[config.mk]
export PLATFORM = sky130hd
export DESIGN_NAME = vga_console_wr_sched
export DESIGN_NICKNAME = d
export VERILOG_FILES = /design/src/rtl/vga_console_wr_sched_pkg.sv /design/src/rtl/vga_console_wr_sched_char_fifo.sv /design/src/rtl/vga_console_wr_sched.sv
export SDC_FILE = /design/constraint.sdc
export NUM_CORES = 1
export LEC_CHECK = 0
export ABC_AREA = 1
export CORE_ASPECT_RATIO = 0.9
export CORE_MARGIN = 4
export CORE_UTILIZATION = 35
export DETAILED_ROUTE_END_ITERATION = 8
export SLEW_MARGIN = 10
export SYNTH_ARGS = -nofsm -noshare
export SYNTH_HDL_FRONTEND = slang
export SYNTH_HIERARCHICAL = 1
export SYNTH_SLANG_ARGS = --single-unit
[constraint.sdc]
create_clock -name clk -period 2.11 [get_ports clk]
set_input_delay 0.3165 -clock clk [delete_from_list [all_inputs] [get_ports clk]]
set_output_delay 0.3165 -clock clk [all_outputs]
set_load 0.01 [all_outputs]
[src/rtl/vga_console_wr_sched_pkg.sv]
// Shared definitions for the VGA console write scheduler: character width,
// console control codes and drain-FSM state encodings.
package vga_console_wr_sched_pkg;

    localparam int CHAR_W = 8;

    // Control codes travel through the scheduler verbatim; the console interprets them.
    localparam logic [CHAR_W-1:0] ASCII_CR = 8'h0D;
    localparam logic [CHAR_W-1:0] ASCII_LF = 8'h0A;
    localparam logic [CHAR_W-1:0] ASCII_BS = 8'h08;

    typedef enum logic [1:0] {
        ST_IDLE  = 2'd0,
        ST_ISSUE = 2'd1,
        ST_GAP   = 2'd2
    } drain_state_e;

endpackage

[src/rtl/vga_console_wr_sched_char_fifo.sv]
// Synchronous character FIFO with synchronous flush; head byte is registered
// on pop so it lines up with the console strobe one cycle later.
module console_char_fifo #(
    parameter int DEPTH = 16,
    parameter int WIDTH = 8,
    parameter int CNT_W = $clog2(DEPTH) + 1
) (
    input  logic             clk,
    input  logic             resetn,
    input  logic             push_i,
    input  logic [WIDTH-1:0] push_data_i,
    input  logic             pop_i,
    input  logic             flush_i,
    output logic [CNT_W-1:0] count_o,
    output logic [WIDTH-1:0] rd_data_o
);

    localparam int PTR_W = $clog2(DEPTH);

    logic [WIDTH-1:0] mem_q [DEPTH];
    logic [PTR_W-1:0] wr_ptr_q, wr_ptr_d;
    logic [PTR_W-1:0] rd_ptr_q, rd_ptr_d;
    logic [CNT_W-1:0] count_q, count_d;
    logic [WIDTH-1:0] rd_data_q, rd_data_d;

    always_comb begin
        wr_ptr_d  = wr_ptr_q;
        rd_ptr_d  = rd_ptr_q;
        count_d   = count_q;
        rd_data_d = rd_data_q;
        if (flush_i) begin
            wr_ptr_d = '0;
            rd_ptr_d = '0;
            count_d  = '0;
        end else begin
            if (push_i) begin
                wr_ptr_d = wr_ptr_q + 1'b1;
            end
            if (pop_i) begin
                rd_ptr_d  = rd_ptr_q + 1'b1;
                rd_data_d = mem_q[rd_ptr_q];
            end
            case ({push_i, pop_i})
                2'b10:   count_d = count_q + 1'b1;
                2'b01:   count_d = count_q - 1'b1;
                default: count_d = count_q;
            endcase
        end
    end

    always_ff @(posedge clk or negedge resetn) begin
        if (!resetn) begin
            wr_ptr_q  <= '0;
            rd_ptr_q  <= '0;
            count_q   <= '0;
            rd_data_q <= '0;
        end else begin
            wr_ptr_q  <= wr_ptr_d;
            rd_ptr_q  <= rd_ptr_d;
            count_q   <= count_d;
            rd_data_q <= rd_data_d;
        end
    end

    // Storage needs no reset: an entry is only read after it has been written.
    always_ff @(posedge clk) begin
        if (push_i && !flush_i) begin
            mem_q[wr_ptr_q] <= push_data_i;
        end
    end

    assign count_o   = count_q;
    assign rd_data_o = rd_data_q;

endmodule

[src/rtl/vga_console_wr_sched.sv]
// Round-robin merge of CPU and debug character streams into a FIFO, drained to
// the VGA console as single-cycle writes that respect scroll and a minimum gap.
//
// state    | meaning
// IDLE     | waiting for a queued byte with scroll low; pops the head
// ISSUE    | font_we high for one cycle with the popped byte
// GAP      | forced idle cycles after a write, scroll ignored
module vga_console_wr_sched
    import vga_console_wr_sched_pkg::*;
#(
    parameter int FIFO_DEPTH = 16,
    parameter int CNT_W      = $clog2(FIFO_DEPTH) + 1,
    parameter int MIN_GAP    = 1
) (
    input  logic              clk,
    input  logic              resetn,
    input  logic              cpu_valid,
    input  logic [CHAR_W-1:0] cpu_data,
    output logic              cpu_ready,
    input  logic              dbg_valid,
    input  logic [CHAR_W-1:0] dbg_data,
    output logic              dbg_ready,
    input  logic              flush,
    input  logic              scroll,
    output logic              font_we,
    output logic [CHAR_W-1:0] font_data,
    output logic [CNT_W-1:0]  fifo_count,
    output logic              busy
);

    localparam logic [CNT_W-1:0] FULL_CNT = CNT_W'(FIFO_DEPTH);
    localparam logic [3:0]       GAP_LOAD = 4'(MIN_GAP);

    drain_state_e      state_q;
    logic [3:0]        gap_q;
    logic              font_we_q;
    logic              prio_q;
    logic              space;
    logic              push;
    logic              pop;
    logic [CHAR_W-1:0] push_data;

    // Full is judged on the registered count only, so a same-cycle pop never frees a slot.
    assign space     = resetn && (fifo_count != FULL_CNT) && !flush;
    assign cpu_ready = space && cpu_valid && (!dbg_valid || !prio_q);
    assign dbg_ready = space && dbg_valid && (!cpu_valid ||  prio_q);
    assign push      = cpu_ready || dbg_ready;
    assign push_data = cpu_ready ? cpu_data : dbg_data;

    assign pop = (state_q == ST_IDLE) && (fifo_count != '0) && !scroll && !flush;

    console_char_fifo #(
        .DEPTH (FIFO_DEPTH),
        .WIDTH (CHAR_W),
        .CNT_W (CNT_W)
    ) u_fifo (
        .clk         (clk),
        .resetn      (resetn),
        .push_i      (push),
        .push_data_i (push_data),
        .pop_i       (pop),
        .flush_i     (flush),
        .count_o     (fifo_count),
        .rd_data_o   (font_data)
    );

    always_ff @(posedge clk or negedge resetn) begin
        if (!resetn) begin
            prio_q <= 1'b0;
        end else if (cpu_ready) begin
            prio_q <= 1'b1;
        end else if (dbg_ready) begin
            prio_q <= 1'b0;
        end
    end

    always_ff @(posedge clk or negedge resetn) begin
        if (!resetn) begin
            state_q   <= ST_IDLE;
            gap_q     <= '0;
            font_we_q <= 1'b0;
        end else begin
            case (state_q)
                ST_IDLE: begin
                    font_we_q <= 1'b0;
                    if (pop) begin
                        state_q   <= ST_ISSUE;
                        font_we_q <= 1'b1;
                    end
                end
                ST_ISSUE: begin
                    font_we_q <= 1'b0;
                    gap_q     <= GAP_LOAD;
                    state_q   <= (MIN_GAP == 0) ? ST_IDLE : ST_GAP;
                end
                ST_GAP: begin
                    font_we_q <= 1'b0;
                    gap_q     <= gap_q - 1'b1;
                    if (gap_q <= 4'd1) begin
                        state_q <= ST_IDLE;
                    end
                end
                default: begin
                    font_we_q <= 1'b0;
                    state_q   <= ST_IDLE;
                end
            endcase
        end
    end

    assign font_we = font_we_q;
    assign busy    = (fifo_count != '0) || (state_q != ST_IDLE);

endmodule

Word-level counts from Yosys, hierarchy flattened
Memory sizes are Yosys's and may differ from the RTL's. A register that Yosys moved wholly into a read port is not among the register bits.
Cells that the tools add are included.
{ "totals": {"output_inout_bits": 17, "latch_bits": 0, "input_bits": 22, "elab_cells": 69, "rom_bits": 0, "ff_bits": 21, "memories": 1, "mem_bits_rw": 128} }
{ "mem_list": {"columns": ["memory", "words", "word_bits", "rd", "rd_ports_with_merged_regs", "write_ports", "line", "source"], "rows": [
  ["u_fifo.mem_q", 16, 8, 1, 1, 1, "vga_console_wr_sched_char_fifo.sv:20", "logic [WIDTH-1:0] mem_q [DEPTH];"]
]} }
{ "classes": {"eq_ne": 7, "n_div": 0, "bitwise_logic": 1, "shift": 0, "multipliers": 0, "add_sub_neg": 5, "reduce_logical": 30, "order_cmp": 1, "muxes": 17} }
{ "op_table": {"columns": ["operator", "n"], "rows": [
  ["4-bit two-way mux", 4],
  ["1-bit logical AND", 10],
  ["5-bit one-hot mux with 2 select lines", 1],
  ["2-bit nonzero test", 5],
  ["4-bit by 1-bit adder with 4-bit output (second input constant)", 2],
  ["8-bit two-way mux", 1],
  ["4-bit one-hot mux with 2 select lines", 1],
  ["1-bit zero test", 6],
  ["1-bit two-way mux", 6],
  ["2-bit one-hot mux with 3 select lines", 1],
  ["5-bit by 1-bit adder with 5-bit output (second input constant)", 1],
  ["5-bit two-way mux", 1],
  ["5-bit inequality test (second input constant)", 1],
  ["5-bit nonzero test", 1],
  ["5-bit by 1-bit subtractor with 5-bit output (second input constant)", 1],
  ["2-bit by 1-bit == test with 1-bit output (second input constant)", 2],
  ["2-bit == test (second input constant)", 2],
  ["4-bit by 1-bit less-or-equal comparator with 1-bit output (second input constant)", 1],
  ["1-bit logical OR", 4],
  ["2-bit two-way mux", 2],
  ["2-bit AND reduction", 2],
  ["4-bit by 1-bit subtractor with 4-bit output (second input constant)", 1],
  ["3-bit nonzero test", 1],
  ["2-bit zero test", 1],
  ["3 further kinds", 3]
]} }

Depth between registers and ports, before layout
Gate-level depths: netlist of the first run.
{ "logic_depth": {"word_depth": 9, "ltp_mapped": 17, "mapped_depth_nobuf": 17} }

Cells and area by module
Netlist of the first run, hierarchy kept.
{ "modules_own_cells": {"columns": ["module", "cells_each", "instances", "area_each_um2", "seq_area_each_um2"], "rows": [
  ["console_char_fifo", 576, 1, 6299.8, 4369.2],
  ["vga_console_wr_sched", 90, 1, 641.9, 200.2]
]} }

Worst setup path before layout of the first run
Ideal clock, no wire load.
{ "synth_timing": {"path_type": "reg-to-reg", "start": "reg u_fifo.count_q[0] (netlist: u_fifo/count_o[0])", "end": "mem u_fifo.mem_q[4][0], enable pin", "n_path_buf": 0, "arrival_ns": 1.841, "path_slack_ns": -0.101, "setup_time_ns": 0.370, "path_stages_with_launch": 9, "period_less_slack_ns": 2.211, "required_time_ns": 1.740, "cell_sequence": "dfrtp_1 -> nor2_2 -> nand3_2 -> nand2_1 -> a21oi_1 -> inv_2 -> nor2_1 -> nand2_1 -> nor2_1"} }
{ "synth_between": {"elab_chain_len": 9, "word_cells_on_any_way": 11, "classes_between": "eq/ne: 1; mux: 2; reduce/logical: 8"} }
{ "synth_lines": {"columns": ["item", "line", "source"], "rows": [
  ["from (decl)", "vga_console_wr_sched_char_fifo.sv:23", "logic [CNT_W-1:0] count_q, count_d;"],
  ["from (signal assigned)", "vga_console_wr_sched_char_fifo.sv:60", "count_q <= count_d;"],
  ["5-bit inequality test *", "vga_console_wr_sched.sv:44", "assign space = resetn && (fifo_count != FULL_CNT) && !flush;"],
  ["1-bit logical AND * (2 in a row)", "vga_console_wr_sched.sv:44", null],
  ["1-bit logical AND, on equally long branches (2 in a row)", "vga_console_wr_sched.sv:45, vga_console_wr_sched.sv:46", null],
  ["1-bit logical OR *", "vga_console_wr_sched.sv:47", "assign push = cpu_ready || dbg_ready;"],
  ["named net push", "vga_console_wr_sched.sv:39", "logic push;"],
  ["1-bit logical AND *", "vga_console_wr_sched_char_fifo.sv:67", "if (push_i && !flush_i) begin"],
  ["1-bit two-way mux *", "vga_console_wr_sched_char_fifo.sv:67", null],
  ["1-bit two-way mux (not written as such) *", "vga_console_wr_sched_char_fifo.sv:68", "mem_q[wr_ptr_q] <= push_data_i;"],
  ["to (decl)", "vga_console_wr_sched_char_fifo.sv:20", null]
]} }
The timed path passes the listed nets; every way through them passes the cells marked *.

Worst setup path after layout of the first run
{ "layout_timing": {"start": "in resetn", "end": "mem u_fifo.mem_q[10][0], enable pin"} }
{ "layout_between": {"elab_chain_len": 8, "word_cells_on_any_way": 10, "classes_between": "mux: 2; reduce/logical: 8"} }
{ "layout_lines": {"columns": ["item", "line", "source"], "rows": [
  ["from (decl)", "vga_console_wr_sched.sv:16", "input logic resetn,"],
  ["1-bit logical AND * (2 in a row)", "vga_console_wr_sched.sv:44", null],
  ["1-bit logical AND, on equally long branches (2 in a row)", "vga_console_wr_sched.sv:45, vga_console_wr_sched.sv:46", null],
  ["1-bit logical OR *", "vga_console_wr_sched.sv:47", null],
  ["named net push", "vga_console_wr_sched.sv:39", null],
  ["1-bit logical AND *", "vga_console_wr_sched_char_fifo.sv:67", null],
  ["1-bit two-way mux *", "vga_console_wr_sched_char_fifo.sv:67", null],
  ["1-bit two-way mux (not written as such) *", "vga_console_wr_sched_char_fifo.sv:68", null]
]} }
Marks and branches as above.

==> run_results.csv, run 1 <==
group,metric,value,unit
outcome,run_status,"completed",
finish,post_route_cells_drive_above_1_share,0.161,
hold_path,hold_path_class,"in2async",
worst_setup_path,ff2ff_setup_slack,0.16,ns
floorplan,fp.dieW,156,um
finish,antennaDiodeCount,0,
logic_synthesis,asyncSetResetFlopFracSynth,0.185,
worst_setup_path,timing.critical_path.fanout_max,8,
worst_setup_path,crit_path_start_kind,"input pin",
clock_network,numClockSinks,157,
worst_setup_path,worstSetupPathType,"in2reg",
flow_run,cap_viol_max_count,0,
finish,num-nets-final,792,
clock_network,tritoncts.num_buffers,17,
clock_network,cts_root_buffer,"sky130_fd_sc_hd__clkbuf_16",
finish,syn2layout_area_growth,24.5,%
timing,max_transition_margin,0.593,
logic_synthesis,ys_warn_count,6,
worst_setup_path,kind_of_end_point_of_the_critical_path,"register",
timing,grt_setup_unrepaired,"true",
timing,report.final.setup_viol,0,
timing,fin_tns_setup,0,ns
global_routing,gr-usage-all-layers,0.158,
routing,dr_total_vias,4945,
floorplan,die_area,22200,um2
logic_synthesis,yosys_register_bits,157,
routing,routed_via_density,4.85,
finish,fillCellCount,1806,
pwr,total_leakage_power,3.50,nW
logic_synthesis,syn_area,6940,um2
placement,place.port_buffers,38,
floorplan,rows,48,
routing,initialDrtViolationCount,506,
global_routing,grt_pass1_wl,26500,um
finish,postLayoutCoreUtil,0.447,
global_routing,grt_overflow_total,0,
clock_network,clock_tree_from_tritoncts,"done",
routing,drt_drc_violations_left,0,
routing,routed_wirelength,16900,um
worst_setup_path,worst_r2r_endpoint,"u_fifo/count_o[4]",
timing,finalMaxSlewViolations,0,
global_routing,largest_net_degree_at_the_start_of_global_routing,69,
worst_setup_path,critical_path.reg2reg.startpoint,"state_q[1]",
floorplan,dieHeight,142,um
timing,layout_worst_path_cycle_share,0.932,
timing,fin_skew,0.00634,ns
clock_network,cts.path.max_buffers,2,
clock_network,cts_max_level,4,
pwr,ir_drop_worst_case_vdd,0.568,mV
floorplan,effective_utilization_at_floorplan,0.359,
clock_network,ctsHoldBuffers,0,
worst_setup_path,critical_path_arrival,2.09,ns
worst_setup_path,worst_ep_required_time,2.24,ns
placement,gp_congestion,0.864,
timing,max_freq,509,MHz
logic_synthesis,syn_nets,701,
logic_synthesis,ys_types,33,
clock_network,clock_latency,0.42,ns
global_routing,number_of_global_route_vias_before_repair,4681,
floorplan,design.core.area,19300,um2
timing,worst_pin_slew,0.609,ns
logic_synthesis,synth_flop_cell,"sky130_fd_sc_hd__edfxtp_1",
routing,antenna_violating_nets_remaining,0,
global_routing,antenna_found_initial,0,
logic_synthesis,synthCells,666,
timing,post_route_minimum_period,1.97,ns
routing,wl_per_cell,16.5,um
routing,drtPass1Iterations,5,
timing,final-hold-violation-count,0,
logic_synthesis,synth_edf_count,128,
worst_setup_path,worstRegToRegCells,15,
floorplan,number_of_primary_i_o_pins,39,
logic_synthesis,postSynthAreaPerCell,10.4,um2
pwr,power_per_cell_area,890,nW/um2
logic_synthesis,portion_of_the_post_synthesis_area_used_by_sequential_elements,0.658,
placement,placed_wire_length_estimate_after_detailed_placement,11100,um
clock_network,reg_clk_slew_reported_paths,0.06,ns
worst max path at each step:
stage          cells past startpoint  slack [ns]             endpoint              start
6_report                          11        0.14  u_fifo/mem_q[10][0]             resetn
4_1_cts                           17        0.04    u_fifo/count_o[4]         state_q[0]
3_3_place_gp                      11       -0.26   u_fifo/mem_q[8][4]             resetn
2_1_floorplan                      8       -0.10   u_fifo/mem_q[4][0]  u_fifo/count_o[0]
5_1_grt                           15       -0.04    u_fifo/count_o[4]         state_q[1]
3_5_place_dp                      11       -0.32   u_fifo/mem_q[4][3]             resetn
critical path: stages:
cell and delay (ns):
sky130_fd_sc_hd__clkdlybuf4s50_1 0.51, sky130_fd_sc_hd__inv_1 0.06, sky130_fd_sc_hd__nor2_2 0.13, sky130_fd_sc_hd__nand2_1 0.10
sky130_fd_sc_hd__a21oi_2 0.15, sky130_fd_sc_hd__inv_2 0.08, sky130_fd_sc_hd__nor2_1 0.09, sky130_fd_sc_hd__buf_4 0.13
sky130_fd_sc_hd__nand2_1 0.18, sky130_fd_sc_hd__nor2_1 0.15, sky130_fd_sc_hd__buf_4 0.19
kinds of logic (layout without fill, tap and decap cells):
logic type	Yosys count	after routing	synth area share
simple gates	408	408	0.251
flops	157	157	0.658
buf+inv	60	164	0.0438
compound gates	26	26	0.0209
fa+ha+maj	13	13	0.0234
xor+xnor	2	2	0.00252
power breakdown:
group          internal, mW  switching, mW  total [mW]  leakage, nW
combinational         0.516          0.609        1.12         1.68
sequential             3.50         0.0829        3.58         1.54
clock                  1.77           1.21        2.98        0.278
total                  5.79           1.90        7.69         3.50
cells in the mapped netlist (2+ instances only):
library cell	count	area (um2)
sky130_fd_sc_hd__inv_1	24	90.1
sky130_fd_sc_hd__a22o_1	2	17.5
sky130_fd_sc_hd__ha_1	13	163
sky130_fd_sc_hd__nor2_2	5	31.3
sky130_fd_sc_hd__dfrtp_1	29	726
sky130_fd_sc_hd__buf_6	5	56.3
sky130_fd_sc_hd__o21ai_1	4	20.0
sky130_fd_sc_hd__nand3_1	108	541
sky130_fd_sc_hd__buf_2	15	75.1
sky130_fd_sc_hd__xor2_1	2	17.5
sky130_fd_sc_hd__nand2_2	4	25.0
sky130_fd_sc_hd__buf_4	4	30.0
sky130_fd_sc_hd__nand4_1	4	25.0
sky130_fd_sc_hd__a21oi_1	8	40.0
sky130_fd_sc_hd__nand2_1	254	953
sky130_fd_sc_hd__o21ai_0	9	45.0
sky130_fd_sc_hd__edfxtp_1	128	3840
sky130_fd_sc_hd__inv_2	8	30.0
sky130_fd_sc_hd__nor2_1	26	97.6
stage by stage:
| step | setup WS (ns) | hold slack (ns) | instance area, um2 | cells | power, mW |
|---|---|---|---|---|---|
| finish | 0.144 | 0.367 | 8640 | 1020 | 7.69 |
| global route | -0.0372 | 0.402 | 8640 | 1020 | 8.04 |
| CTS | 0.0375 | 0.376 | 8600 | 1018 | 7.68 |
| detailed placement | -0.324 | 0.475 | 8010 | 986 | 4.70 |
| global placement | -0.263 | 0.469 | 8010 | 986 | 4.70 |
| floorplan | -0.101 | 0.0209 | 6940 | 666 | 4.21 |
cell usage in the layout (no fill, tap or decap), types with 2 or more instances in the layout:
cell                              instances
sky130_fd_sc_hd__inv_2                   11
sky130_fd_sc_hd__a22o_1                   2
sky130_fd_sc_hd__a21oi_1                  7
sky130_fd_sc_hd__xor2_1                   2
sky130_fd_sc_hd__clkinv_4                 3
sky130_fd_sc_hd__clkinv_2                 4
sky130_fd_sc_hd__clkdlybuf4s50_1         35
sky130_fd_sc_hd__nand3_1                108
sky130_fd_sc_hd__nand2_2                  6
sky130_fd_sc_hd__dlygate4sd2_1            3
sky130_fd_sc_hd__o21ai_1                  4
sky130_fd_sc_hd__o21ai_0                  9
sky130_fd_sc_hd__nand2_1                252
sky130_fd_sc_hd__clkinvlp_4               4
sky130_fd_sc_hd__nor2_1                  25
sky130_fd_sc_hd__buf_12                   9
sky130_fd_sc_hd__dfrtp_1                 28
sky130_fd_sc_hd__nor2_4                   2
sky130_fd_sc_hd__nand4_1                  4
sky130_fd_sc_hd__inv_1                   21
sky130_fd_sc_hd__inv_6                    2
sky130_fd_sc_hd__buf_4                   50
sky130_fd_sc_hd__bufinv_16                2
sky130_fd_sc_hd__ha_1                    12
sky130_fd_sc_hd__a21oi_2                  2
sky130_fd_sc_hd__edfxtp_1               128
sky130_fd_sc_hd__clkbuf_16               17
sky130_fd_sc_hd__nor2_2                   5
area by class of cell:
class | instances | area [um2] | area share
Sequential cell | 157 | 4570 | 0.529
Multi-Input combinational cell | 449 | 2100 | 0.243
Timing Repair Buffer | 97 | 932 | 0.108
Clock buffer | 18 | 439 | 0.0508
Tap cell | 250 | 313 | 0.0362
Clock inverter | 14 | 145 | 0.0168
Inverter | 35 | 139 | 0.0161
per-layer routing:
| layer | up-vias | track usage | routed length (um) |
|---|---|---|---|
| met2 | 165 | 0.226 | 7430 |
| met4 | 0 | 0.0580 | 386 |
| met3 | 22 | 0.0390 | 1230 |
| met1 | 2327 | 0.231 | 7810 |
| li1 | 2431 | - | - |
| met5 | - | 0 | 0 |
timing repair:
item                                    CTS  global route
setup buffers                             0             2
endpoints found under the setup margin    3           100
pin swaps                                 0             0
resized for setup                         4            10
endpoints found under the hold margin     0             0
flip-flops by register name (all words and copies together), names as in the netlist:
name	flops
u_fifo/mem_q	128
font_we	1
gap_q	4
u_fifo/rd_ptr_q	4
u_fifo/count_o	5
prio_q	1
state_q	2
u_fifo/rd_data_o	8
u_fifo/wr_ptr_q	4
Note: power is estimated with default switching activity, not from simulation.
==> run 2, diff against run 1 <==
==> constraint.sdc (replaced) <==
create_clock -name clk -period 1.7 [get_ports clk]
set_input_delay 0.255 -clock clk [delete_from_list [all_inputs] [get_ports clk]]
set_output_delay 0.255 -clock clk [all_outputs]
set_load 0.01 [all_outputs]
==> run_results.csv, run 2 (synthesized netlist as in run 1, its figures left out) <==
group,metric,value,unit
routing,routed_via_density,4.95,
global_routing,gr-usage-all-layers,0.160,
routing,drtPass1Iterations,5,
pwr,ir_drop_worst_case_vdd,0.645,mV
worst_setup_path,critPathSlowestCell,"sky130_fd_sc_hd__dfrtp_1",
floorplan,fp.dieW,156,um
clock_network,cts_root_buffer,"sky130_fd_sc_hd__clkbuf_16",
finish,post-route-cell-area,9130,um2
timing,max_freq,528,MHz
floorplan,number_of_primary_i_o_pins,39,
placement,place.port_buffers,38,
timing,report.final.setup_viol,135,
global_routing,grt_pass1_wl,26600,um
outcome,violations_in_the_final_reports,"negative setup slack",
timing,fin_skew,0.0146,ns
floorplan,rows,48,
routing,routed_wirelength,17300,um
timing,layout_worst_path_cycle_share,1.11,
worst_setup_path,worst_ep_required_time,2.03,ns
worst_setup_path,critical_path.reg2reg.startpoint,"u_fifo/count_o[2]",
worst_setup_path,worst_r2r_endpoint,"u_fifo/count_o[4]",
pwr,total_leakage_power,3.67,nW
global_routing,number_of_global_route_vias_before_repair,4902,
placement,detailed_place.area,8240,um2
finish,multiInputGateArea,2390,um2
routing,dr_total_vias,5085,
hold_path,hold_path_class,"in2async",
flow_run,cap_viol_max_count,0,
placement,dp.cells,985,
worst_setup_path,worstRegToRegCells,16,
timing,layout_setup_ws,-0.193,ns
worst_setup_path,critical-path-max-stage-delay,0.40,ns
global_routing,gr_met3_demand_resource,0.0381,
clock_network,clock_latency,0.43,ns
finish,largest_register,"u_fifo/mem_q",
finish,seqCellArea,4570,um2
worst_setup_path,worst_path_dominant_cell_family,"simple AND/OR/NAND/NOR gates",
worst_setup_path,crit_path_frequent_cell,"sky130_fd_sc_hd__nand2_2",
worst_setup_path,timing.critical_path.cells,"nor2_2 -> nand3_2 -> nand2_2 -> a21oi_4 -> inv_4 -> buf_6 -> nand3_2 -> nand2_2 -> inv_2 -> ha_4 -> inv_2 -> nand2_2 -> nand4_1 -> nand3_1 -> nand3_1 -> nand2_1",
worst_setup_path,critical_path_arrival,2.22,ns
timing,grt_setup_unrepaired,"true",
finish,post_layout_nonfiller_instances,1028,
finish,postLayoutCoreUtil,0.472,
timing,final-hold-violation-count,0,
global_routing,grt_overflow_total,0,
floorplan,dieHeight,142,um
pwr,fin_total_pwr,9.71,mW
finish,syn2layout_area_growth,31.6,%
worst_setup_path,worstSetupPathType,"reg2reg",
floorplan,design.core.area,19300,um2
placement,gp_congestion,0.855,
worst_setup_path,kind_of_end_point_of_the_critical_path,"register",
worst_setup_path,ff2ff_setup_slack,-0.19,ns
finish,post_route_cells_drive_above_1_share,0.226,
global_routing,grt.met2_usage,0.249,
finish,num-nets-final,800,
global_routing,largest_net_degree_at_the_start_of_global_routing,40,
clock_network,cts_max_level,4,
routing,initialDrtViolationCount,448,
global_routing,antenna_found_initial,0,
clock_network,cts.path.max_buffers,2,
timing,max_transition_margin,0.675,
clock_network,reg_clk_slew_reported_paths,0.07,ns
timing,finalMaxSlewViolations,0,
worst_setup_path,timing.critical_path.fanout_max,4,
timing,post_route_minimum_period,1.89,ns
finish,final_common_cell,"sky130_fd_sc_hd__nand2_1",
worst_setup_path,worst-path-buf-inv,4,
global_routing,grt.met1_usage,0.224,
routing,drt_drc_violations_left,0,
finish,antennaDiodeCount,0,
finish,largest_register_ffs,128,
routing,wl_per_cell,16.9,um
routing,antenna_violating_nets_remaining,0,
pwr,power_per_cell_area,1060,nW/um2
finish,fillCellCount,1798,
timing,worst_pin_slew,0.487,ns
placement,placed_wire_length_estimate_after_detailed_placement,11500,um
clock_network,numClockSinks,157,
finish,most-common-layout-cells,"sky130_fd_sc_hd__nand2_1 (237), sky130_fd_sc_hd__edfxtp_1 (128), sky130_fd_sc_hd__nand3_1 (104)",
floorplan,effective_utilization_at_floorplan,0.359,
floorplan,die_area,22200,um2
global_routing,top_usage_layer,"met2",
worst_setup_path,crit_path_start_kind,"register",
clock_network,tritoncts.num_buffers,17,
placement,pre_cts_ws,-0.705,ns
outcome,run_status,"finished, violations left",
clock_network,clock_tree_from_tritoncts,"done",
-- run 2: final cells by class --
| cell class | instances | area share |
|---|---|---|
| sequential | 157 | 0.501 |
| clock inverter | 12 | 0.0137 |
| inverter | 35 | 0.0166 |
| clock buffer | 20 | 0.0500 |
| multi-input combinational | 449 | 0.262 |
| tap | 250 | 0.0343 |
| timing repair buffer | 105 | 0.122 |
-- run 2: worst max path at each step --
stage,startpoint,depth (start not counted),slack (ns),endpoint
after floorplan,u_fifo/count_o[0],17,-0.15,u_fifo/count_o[4]
after global placement,resetn,9,-0.69,u_fifo/mem_q[10][2]
after detailed placement,resetn,9,-0.71,u_fifo/mem_q[10][3]
after CTS,state_q[0],17,-0.15,u_fifo/count_o[4]
after global routing,u_fifo/count_o[1],16,-0.36,u_fifo/count_o[4]
final,u_fifo/count_o[2],16,-0.19,u_fifo/count_o[4]
-- run 2: per-stage QoR --
step,setup TNS (ns),hold slack (ns)
after detailed placement,-128.88,0.468
final,-12.39,0.313
after CTS,-13.05,0.331
after floorplan,-15.43,-0.0406
after global routing,-25.84,0.362
after global placement,-126.41,0.467
-- run 2: power by group --
| group | leakage [nW] | internal, mW | total (mW) | switching, mW |
|---|---|---|---|---|
| Clock | 0.288 | 2.13 | 3.72 | 1.59 |
| Sequential | 1.53 | 4.34 | 4.44 | 0.101 |
| Combinational | 1.85 | 0.737 | 1.54 | 0.807 |
| Total | 3.67 | 7.21 | 9.71 | 2.49 |
-- run 2: routing by layer --
metal | vias to the layer above | part of all wire
met5 | - | 0
met1 | 2455 | 0.47
met2 | 146 | 0.46
li1 | 2463 | -
met3 | 21 | 0.056
met4 | 0 | 0.012
-- run 2: what timing repair did --
item                                   CTS  global route
gates cloned                             0             2
gates resized for setup                 34            41
buffers inserted                         3             6
setup endpoints to repair              140           231
hold buffers                             0             0
endpoints found under the hold margin    0             0
pin swaps                               10            16
